**src/rtl/qspi_flash_pkg.sv**
```systemverilog
// Shared opcode, phase bit counts, FSM state type and helpers for qspi_flash_reader.
// Optional feature macro: FLASH_BURST_EN (adds the STREAM state).
package qspi_flash_pkg;

    localparam logic [7:0] READ_CMD  = 8'h03;
    localparam logic [5:0] CMD_BITS  = 6'd8;
    localparam logic [5:0] ADDR_BITS = 6'd24;
    localparam logic [5:0] DATA_BITS = 6'd32;

    typedef enum logic [2:0] {
        IDLE,
        CMD,
        ADDR,
        DATA,
        RESP,
        GAP
`ifdef FLASH_BURST_EN
        ,
        STREAM
`endif
    } state_t;

    // Flash returns the lowest-addressed byte first, so it lands in the top byte of the shifter.
    function automatic logic [31:0] byte_swap(input logic [31:0] w);
        return {w[7:0], w[15:8], w[23:16], w[31:24]};
    endfunction

endpackage

```
**src/rtl/spi_shifter.sv**
```systemverilog
// MSB-first SPI shift register shared by the command, address and data phases.
// Loads a word and a bit count, shifts one bit per request, flags the final bit.
module spi_shifter (
    input  logic        clk,
    input  logic        rst,
    input  logic        load,
    input  logic [31:0] load_data,
    input  logic [5:0]  load_bits,
    input  logic        shift,
    input  logic        sin,
    output logic        sout,
    output logic [31:0] word,
    output logic        done
);

    logic [31:0] sreg;
    logic [5:0]  count;

    // NOTE: clocked state uses non-blocking assignments so every register samples pre-edge values.
    always_ff @(posedge clk or posedge rst) begin
        if (rst) begin
            sreg  <= '0;
            count <= '0;
        end else if (load) begin
            sreg  <= load_data;
            count <= load_bits;
        end else if (shift) begin
            sreg  <= {sreg[30:0], sin};
            count <= count - 6'd1;
        end
    end

    assign sout = sreg[31];
    // Word as it will stand after the current shift, so the last received bit is included.
    assign word = {sreg[30:0], sin};
    assign done = (count == 6'd1);

endmodule

```
**src/rtl/qspi_flash_reader.sv**
```systemverilog
// Word reader for a SPI NOR flash using the 0x03 read command, SPI mode 0, 2 clk per bit.
// Optional feature macro: FLASH_BURST_EN keeps cs low after a read so the next sequential word streams.
module qspi_flash_reader (
    input  logic        clk,
    input  logic        rst,
    input  logic        req_valid,
    output logic        req_ready,
    input  logic [23:0] req_addr,
    output logic        resp_valid,
    output logic [31:0] resp_data,
    output logic        cs,
    output logic        sclk,
    output logic        si,
    input  logic        so,
    output logic        wp,
    output logic        hold
);

    import qspi_flash_pkg::*;

    state_t      state, state_next;
    logic        phase, phase_next;
    logic [23:0] addr, addr_next;
    logic        load, shift, done, sout, word_done;
    logic [31:0] load_data, word;
    logic [5:0]  load_bits;
    logic        shifting;
    logic        addr_lsb_unused;

    assign addr_lsb_unused = ^req_addr[1:0];

    spi_shifter u_shifter (
        .clk       (clk),
        .rst       (rst),
        .load      (load),
        .load_data (load_data),
        .load_bits (load_bits),
        .shift     (shift),
        .sin       (so),
        .sout      (sout),
        .word      (word),
        .done      (done)
    );

    always_ff @(posedge clk or posedge rst) begin
        if (rst) begin
            state      <= IDLE;
            phase      <= 1'b0;
            addr       <= '0;
            resp_valid <= 1'b0;
            resp_data  <= '0;
        end else begin
            state      <= state_next;
            phase      <= phase_next;
            addr       <= addr_next;
            resp_valid <= word_done;
            if (word_done) begin
                resp_data <= byte_swap(word);
            end
        end
    end

    // NOTE: every output of this block gets a default first, so no path can infer a latch.
    always_comb begin
        state_next = state;
        phase_next = 1'b0;
        addr_next  = addr;
        load       = 1'b0;
        load_data  = '0;
        load_bits  = '0;
        shift      = 1'b0;
        word_done  = 1'b0;
        case (state)
            IDLE: begin
                if (req_valid) begin
                    addr_next  = {req_addr[23:2], 2'b00};
                    load       = 1'b1;
                    load_data  = {READ_CMD, 24'h0};
                    load_bits  = CMD_BITS;
                    state_next = CMD;
                end
            end
            CMD, ADDR, DATA: begin
                // phase 0 is the sclk-low half, phase 1 the sclk-high half ending in a sample.
                phase_next = ~phase;
                shift      = phase;
                if (phase && done) begin
                    if (state == CMD) begin
                        load       = 1'b1;
                        load_data  = {addr, 8'h00};
                        load_bits  = ADDR_BITS;
                        state_next = ADDR;
                    end else if (state == ADDR) begin
                        load       = 1'b1;
                        load_bits  = DATA_BITS;
                        state_next = DATA;
                    end else begin
                        word_done  = 1'b1;
`ifdef FLASH_BURST_EN
                        state_next = STREAM;
`else
                        state_next = RESP;
`endif
                    end
                end
            end
            RESP: begin
                state_next = IDLE;
            end
            GAP: begin
                phase_next = ~phase;
                if (phase) begin
                    load       = 1'b1;
                    load_data  = {READ_CMD, 24'h0};
                    load_bits  = CMD_BITS;
                    state_next = CMD;
                end
            end
`ifdef FLASH_BURST_EN
            STREAM: begin
                if (req_valid) begin
                    addr_next = {req_addr[23:2], 2'b00};
                    // The flash is already positioned at addr+4, so a sequential word needs only clocks.
                    if (req_addr[23:2] == addr[23:2] + 22'd1) begin
                        load       = 1'b1;
                        load_bits  = DATA_BITS;
                        state_next = DATA;
                    end else begin
                        state_next = GAP;
                    end
                end
            end
`endif
            default: begin
                state_next = IDLE;
            end
        endcase
    end

    assign shifting = (state == CMD) || (state == ADDR) || (state == DATA);

`ifdef FLASH_BURST_EN
    assign cs        = ~(shifting || (state == STREAM));
    assign req_ready = ~rst && ((state == IDLE) || (state == STREAM));
`else
    assign cs        = ~shifting;
    assign req_ready = ~rst && (state == IDLE);
`endif

    assign sclk = shifting && phase;
    assign si   = ((state == CMD) || (state == ADDR)) ? sout : 1'b0;
    assign wp   = 1'b1;
    assign hold = 1'b1;

endmodule

```
**config.mk**
```make
export PLATFORM = sky130hd
export DESIGN_NAME = qspi_flash_reader
export DESIGN_NICKNAME = d
export VERILOG_FILES = /design/src/rtl/qspi_flash_pkg.sv /design/src/rtl/spi_shifter.sv /design/src/rtl/qspi_flash_reader.sv
export SDC_FILE = /design/constraint.sdc
export NUM_CORES = 1
export LEC_CHECK = 0
export CAP_MARGIN = 15
export CORE_MARGIN = 1
export CORE_UTILIZATION = 50
export DETAILED_ROUTE_END_ITERATION = 10
export GPL_ROUTABILITY_DRIVEN = 0
export PLACE_DENSITY = 0.75
export SKIP_LAST_GASP = 1
export SLEW_MARGIN = 20
export SYNTH_ARGS = -nofsm -noshare
export SYNTH_HDL_FRONTEND = slang
export SYNTH_HIERARCHICAL = 1
export SYNTH_SLANG_ARGS = --single-unit
```
**constraint.sdc**
```tcl
create_clock -name clk -period 3.8 [get_ports clk]
set_input_delay 0.38 -clock clk [delete_from_list [all_inputs] [get_ports clk]]
set_output_delay 0.38 -clock clk [all_outputs]
set_load 0.05 [all_outputs]
```
==> reports/metrics.csv, run 1 <==
stage,metric,value,unit
run_status,status,finished clean,
die,rows,34,
finish,layout-drive-gt1-share,18.86,%
logic_synthesis,synth_cell_types,41,
place,dp_hpwl,5158,um
cts,clkTransAtPathRegs,0.09,ns
logic_synthesis,yosys.area.top_type,dfrtp_1,
power,ir_worst_vdd,422.2,uV
logic_synthesis,netlist_instances,368,
die,start_util,51.64,%
routing,via_count,2798,
setup_path,r2r-start,u_shifter/count[2],
cts,cts-buffers-inserted,9,
setup_path,end_kind,flip-flop,
sta,setup_violations,0,
routing,highest_layer,met4,
cts,cts_resized,0,
logic_synthesis,synth.most_common_cell,dfrtp_1,
routing,wl_per_cell,14.41,um
logic_synthesis,yosysTopAreaCellShare,54.16,%
global_route,gr-total-overflow,0,
global_route,grt_pass1_vias,2893,
cts,cts_setup_buffers,0,
die,core-area,8678,um2
logic_synthesis,synth_area_leaders,"dfrtp_1 (54%), mux2_4 (9.7%), mux2i_1 (7.1%), mux2_2 (6.0%), o21ai_0 (4.4%)",
power,seqPwrFrac,41.8,%
logic_synthesis,synth_area_per_cell,12.18,um2
finish,areaGrowthSynthToFinish,21.44,%
sta,fmax,351.3,MHz
sta,holdWs,0.5011,ns
routing,dr.pass1.iters,4,
setup_path,reg2reg_slack,0.95,ns
logic_synthesis,synth_edf_count,0,
setup_path,critPathMaxFanout,55,
power,power_density,761.6,nW/um2
logic_synthesis,netlist_area,4482,um2
sta,tightest_slew,0.9592,ns
sta,fin_tns_setup,0,ns
setup_path,path_class,flip-flop to flip-flop,
place,port_buffers,62,
routing,drt-met1-wl,3737,um
sta,fin_skew,0.01345,ns
power,p_comb_share,40.0,%
global_route,antenna_found_initial,0,
routing,viasPerCell,5.106,
sta,rsz0062_at_grt,no,
die,pin_count,67,
setup_path,cp_data_arrival_time,3.07,ns
cts,holdBufCountCts,0,
setup_path,startpoint,u_shifter/count[2],
routing,routed_wl,7898,um
sta,finalMaxSlewViolations,0,
cts,clock_path_buffers,2,
routing,drc_errors,0,
power,p_int,0.002600,W
sta,post-route-period-util,74.91,%
die,fp.dieArea,9346,um2
cts,insertion_delay,0.35,ns
routing,drtAntennaViolNets,0,
logic_synthesis,synth_flop_cell,dfrtp_1,
power,p_sw_share,37.29,%
cts,h-tree-depth,3,
setup_path,critical_path_required,4.02,ns
routing,drt_iter0_markers,111,
sta,final-hold-violation-count,0,
global_route,grt_max_degree,56,
setup_path,rr_worst_depth,8,
logic_synthesis,yosysWarnings,6,
cts,cts-root-buf,clkbuf_8,
logic_synthesis,ys_seq_elements,97,
cts,clock_sinks,97,
setup_path,endpoint,u_shifter/count[5],
flow_run,maxCapViolations,0,
sta,slew_headroom,36.05,%
routing,dr_wl_met2,3848,um
global_route,track_usage,18.50,%
setup_path,r2r-end,u_shifter/count[5],
finish,final_nets,465,
logic_synthesis,synth_common_cells,"dfrtp_1 (97), nand2_1 (44), o21ai_0 (39)",
cts,cts_tree,yes,
power,p_clk_share,18.2,%
global_route,grt_pass1_wl,13970,um
routing,wl_met3,231,um
logic_synthesis,yosysSeqAreaShare,54.16,%
setup_path,crit_path_start_kind,flip-flop,
logic_synthesis,async_flop_share,100.0,%
die,die_h,96.68,um
finish,antenna_cells,0,
power,leakagePower,2.518,nW
power,p_sw,0.001546,W
sta,fin_crit,2.847,ns
min_path,hold_class,flip-flop to flip-flop,
die,die_width,96.68,um
power by group through the flow:
| stage | combinational, W | sequential (W) | clock, W |
|---|---|---|---|
| after floorplan | 0.00104 | 0.00194 | 0 |
| after global placement | 0.00163 | 0.00174 | 0 |
| after detailed placement | 0.00167 | 0.00176 | 0 |
| after CTS | 0.00168 | 0.00174 | 0.000766 |
| after global routing | 0.00180 | 0.00179 | 0.000808 |
| final | 0.00166 | 0.00173 | 0.000753 |
kinds of logic (layout without fill, tap and decap cells):
kind of cell	after synthesis	in the layout	synth area share, %
and+or+nand+nor	93	93	11.03
AOI/OAI and AO/OA	48	48	5.612
xor gates and xnor gates	6	6	1.173
adders and majority gates	2	2	0.5583
DFF	97	97	54.16
other	2	15	0.1676
buffers and inverters	34	93	4.160
muxes	86	86	23.14
per-layer routing:
layer | vias to the layer above | GRT usage (%)
met5 | - | 0
met4 | 0 | 6.544
met3 | 8 | 3.396
met2 | 41 | 29.63
met1 | 1375 | 25.35
li1 | 1374 | -
worst max-delay path, cell delays in order (launching register included):
cell      delay, ns
dfrtp_1        0.43
or3_1          0.43
nor3b_1        0.54
nand4b_1       0.28
o21ai_4        0.51
buf_12         0.29
nor2b_1        0.07
o21ai_0        0.08
nand3_1        0.09
placed cells by master (no fill, tap or decap), types with 2 or more instances in the layout:
cell / count
clkbuf_8: 11
nor3b_1: 2
dfrtp_1: 97
ha_1: 2
xor2_1: 2
mux2_4: 29
bufinv_16: 2
o21ai_0: 38
buf_4: 6
mux2i_1: 32
nand2_1: 44
clkdlybuf4s50_1: 62
conb_1: 15
clkinvlp_4: 2
mux2_2: 24
and2_1: 21
nor2_1: 4
inv_1: 7
xnor2_1: 4
nand2b_1: 2
nand3_1: 3
or3_1: 2
a21oi_1: 4
through the flow:
step | util [%] | cells | total power (W) | worst slack (ns) | area [um2]
floorplan | - | 381 | 0.002981 | 1.247 | 4531
global placement | 60.06 | 532 | 0.003364 | 1.098 | 5213
detailed placement | 60.06 | 532 | 0.003426 | 1.026 | 5213
CTS | 62.72 | 548 | 0.004177 | 0.9813 | 5443
global route | 62.72 | 548 | 0.004403 | 0.6696 | 5443
finish | 62.72 | 548 | 0.004145 | 0.9533 | 5443
sequential cells by signal (all words and copies together), names as in the netlist:
register and count:
resp_data 32, u_shifter/sreg 32, addr 22, u_shifter/count 6, state 3, phase 1, resp_valid 1
worst min path at each step:
stage	start	to	slack, ns	cells after the start
2_1_floorplan	addr[18]	addr[18]	0.45	1
3_3_place_gp	addr[18]	addr[18]	0.47	1
3_5_place_dp	addr[18]	addr[18]	0.48	1
4_1_cts	addr[18]	addr[18]	0.50	1
5_1_grt	addr[8]	addr[8]	0.51	1
6_report	addr[8]	addr[8]	0.50	1
cell type report:
type | instances | area, um2
multi-input combinational | 250 | 1934
tap | 108 | 135.1
clock buffer | 12 | 155.1
inverter | 8 | 30.03
clock inverter | 4 | 75.07
fill | 687 | 3236
timing repair buffer | 69 | 685.7
sequential | 97 | 2427
(Power assumes the default switching activity.)
==> run 2: changes to the inputs <==
Clock period 3.8 ns to 2.9 ns, I/O delays scaled along.
==> reports/metrics.csv, run 2 (same netlist as run 1, synthesis figures left out) <==
stage,metric,value,unit,change
power,power_density,999.5,nW/um2,+31%
global_route,grt_pass1_vias,2868,,-0.86%
cts,clkTransAtPathRegs,0.09,ns,about the same
global_route,antenna_found_initial,0,,unchanged
finish,final_nets,470,,+1.1%
routing,drtAntennaViolNets,0,,unchanged
routing,via_count,2799,,+0.036%
power,p_sw,0.002058,W,+33%
cts,h-tree-depth,3,,unchanged
routing,drc_errors,0,,unchanged
finish,final_common_cell,dfrtp_1,,
finish,design_area,5487,um2,+0.80%
die,start_util,51.64,%,unchanged
global_route,grtUsageMet1,25.12,%,-0.23 points
die,pin_count,67,,unchanged
global_route,grt.met3_usage,3.396,%,unchanged
cts,cts-buffers-inserted,9,,unchanged
finish,areaGrowthSynthToFinish,22.42,%,
cts,holdBufCountCts,0,,unchanged
routing,dr.pass1.iters,4,,unchanged
setup_path,end_kind,primary output,,
setup_path,startpoint,state[0],,
sta,finalMaxSlewViolations,0,,unchanged
finish,layout-drive-gt1-share,20.00,%,+1.1 points
setup_path,endpoint,sclk,,
sta,final-hold-violation-count,0,,unchanged
place,port_buffers,62,,unchanged
routing,routed_wl,8152,um,+3.2%
run_status,status,finished clean,,
flow_run,maxCapViolations,0,,unchanged
setup_path,cp_data_arrival_time,2.35,ns,-0.72 ns
setup_path,r2r-start,u_shifter/count[2],,
power,p_int,0.003426,W,+32%
finish,antenna_cells,0,,unchanged
power,leakagePower,2.550,nW,+1.3%
setup_path,critical_path_required,2.61,ns,-1.41 ns
die,rows,34,,unchanged
global_route,gr-total-overflow,0,,unchanged
setup_path,critPathMaxStageDelay,0.82,ns,+0.28 ns
global_route,grt_pass1_wl,14160,um,+1.3%
global_route,use_met2,30.17,%,+0.54 points
cts,cts_tree,yes,,
routing,wl_per_cell,14.74,um,+2.3%
setup_path,path_class,flip-flop to primary output,,
power,p_sw_share,37.53,%,+0.24 points
sta,slew_headroom,57.65,%,+22 points
place,place_ws,0.2960,ns,-0.7298 ns
cts,insertion_delay,0.35,ns,about the same
global_route,track_usage,18.59,%,+0.098 points
setup_path,critical_path.cell_chain,o21ba_2 > and2_2 > clkdlybuf4s50_1,,
die,fp.dieArea,9346,um2,unchanged
min_path,hold_class,primary input to async pin,,
routing,drt_iter0_markers,97,,-13%
cts,clock_sinks,97,,unchanged
finish,top_regs,"resp_data (32), u_shifter/sreg (32), addr (22)",,
sta,post-route-period-util,91.19,%,
power,p_comb_share,40.2,%,+0.2 points
setup_path,crit_path_start_kind,flip-flop,,
global_route,grt_max_degree,49,,-13%
sta,setup_violations,0,,unchanged
sta,tightest_slew,0.6338,ns,-0.3254 ns
power,p_clk_share,18.3,%,about the same
power,ir_worst_vdd,383.1,uV,-9.3%
cts,cts-root-buf,clkbuf_8,,
die,core-area,8678,um2,unchanged
cts,clock_path_buffers,2,,unchanged
sta,fmax,378.1,MHz,
finish,fin_util,63.22,%,+0.50 points
sta,fin_crit,2.645,ns,
die,die_width,96.68,um,unchanged
sta,rsz0062_at_grt,no,,
cts,cts_setup_buffers,0,,unchanged
place,dp_hpwl,5577,um,+8.1%
sta,fin_tns_setup,0,ns,unchanged
setup_path,critPathMaxFanout,14,,-75%
sta,fin_ws,0.2554,ns,-0.6980 ns
global_route,top_usage_layer,met2,,
setup_path,crit_slowest_cell,clkdlybuf4s50_1,,
power,seqPwrFrac,41.5,%,-0.3 points
cts,cts_resized,0,,unchanged
place,place_area,5250,um2,+0.72%
routing,viasPerCell,5.061,,-0.87%
finish,final_cell_mix,"dfrtp_1 (97), clkdlybuf4s50_1 (62), nand2_1 (44), o21ai_0 (38), mux2i_1 (32)",,
setup_path,reg2reg_slack,0.27,ns,-0.68 ns
setup_path,rr_worst_depth,6,,-2
setup_path,r2r-end,u_shifter/sreg[8],,
die,die_h,96.68,um,unchanged
sta,fin_skew,0.01399,ns,+0.0005322 ns
==> run 2: worst min-delay path by stage <==
stage,start,end,slack [ns],cells after the start
after floorplan,req_addr[18],addr[18],0.42,1
after global placement,addr[18],addr[18],0.47,1
after detailed placement,addr[18],addr[18],0.47,1
after CTS,rst,addr[20],0.21,2
after global routing,rst,addr[18],0.25,2
final,rst,addr[20],0.20,2
==> run 2: cell type report <==
class,instances,area (um2)
clock inverter,5,85.08
clock buffer,11,151.4
fill,682,3192
inverter,8,30.03
sequential,97,2427
tap,108,135.1
multi-input combinational,250,1934
timing repair buffer,74,723.2
==> run 2: power groups by stage <==
| stage | clock, W | sequential [W] | combinational, W |
|---|---|---|---|
| 2_1_floorplan | 0 | 0.00254 | 0.00137 |
| 3_3_place_gp | 0 | 0.00228 | 0.00215 |
| 3_5_place_dp | 0 | 0.00231 | 0.00222 |
| 4_1_cts | 0.00103 | 0.00228 | 0.00223 |
| 5_1_grt | 0.00107 | 0.00236 | 0.00238 |
| 6_report | 0.00100 | 0.00228 | 0.00220 |
==> run 2: stage by stage <==
step / hold slack (ns) / std cells / total power, W
detailed placement: 0.4718 / 537 / 0.004524
finish: 0.2017 / 553 / 0.005484
global placement: 0.4693 / 537 / 0.004429
global route: 0.2499 / 553 / 0.005813
CTS: 0.2050 / 553 / 0.005538
floorplan: 0.4247 / 381 / 0.003907
==> run 2: routing by layer <==
metal	part of all wire, %	up-vias
li1	-	1380
met1	45	1363
met2	50	48
met3	3.8	8
met4	1.2	0
met5	0	-
==> run 2: critical path: cells and delay by family (launching register included) <==
kind	cells	cell delay (ns)
buffers and inverters	1	0.82
AO/OA/AOI/OAI	1	0.29
flip-flops	1	0.70
AND/OR/NAND/NOR	1	0.19
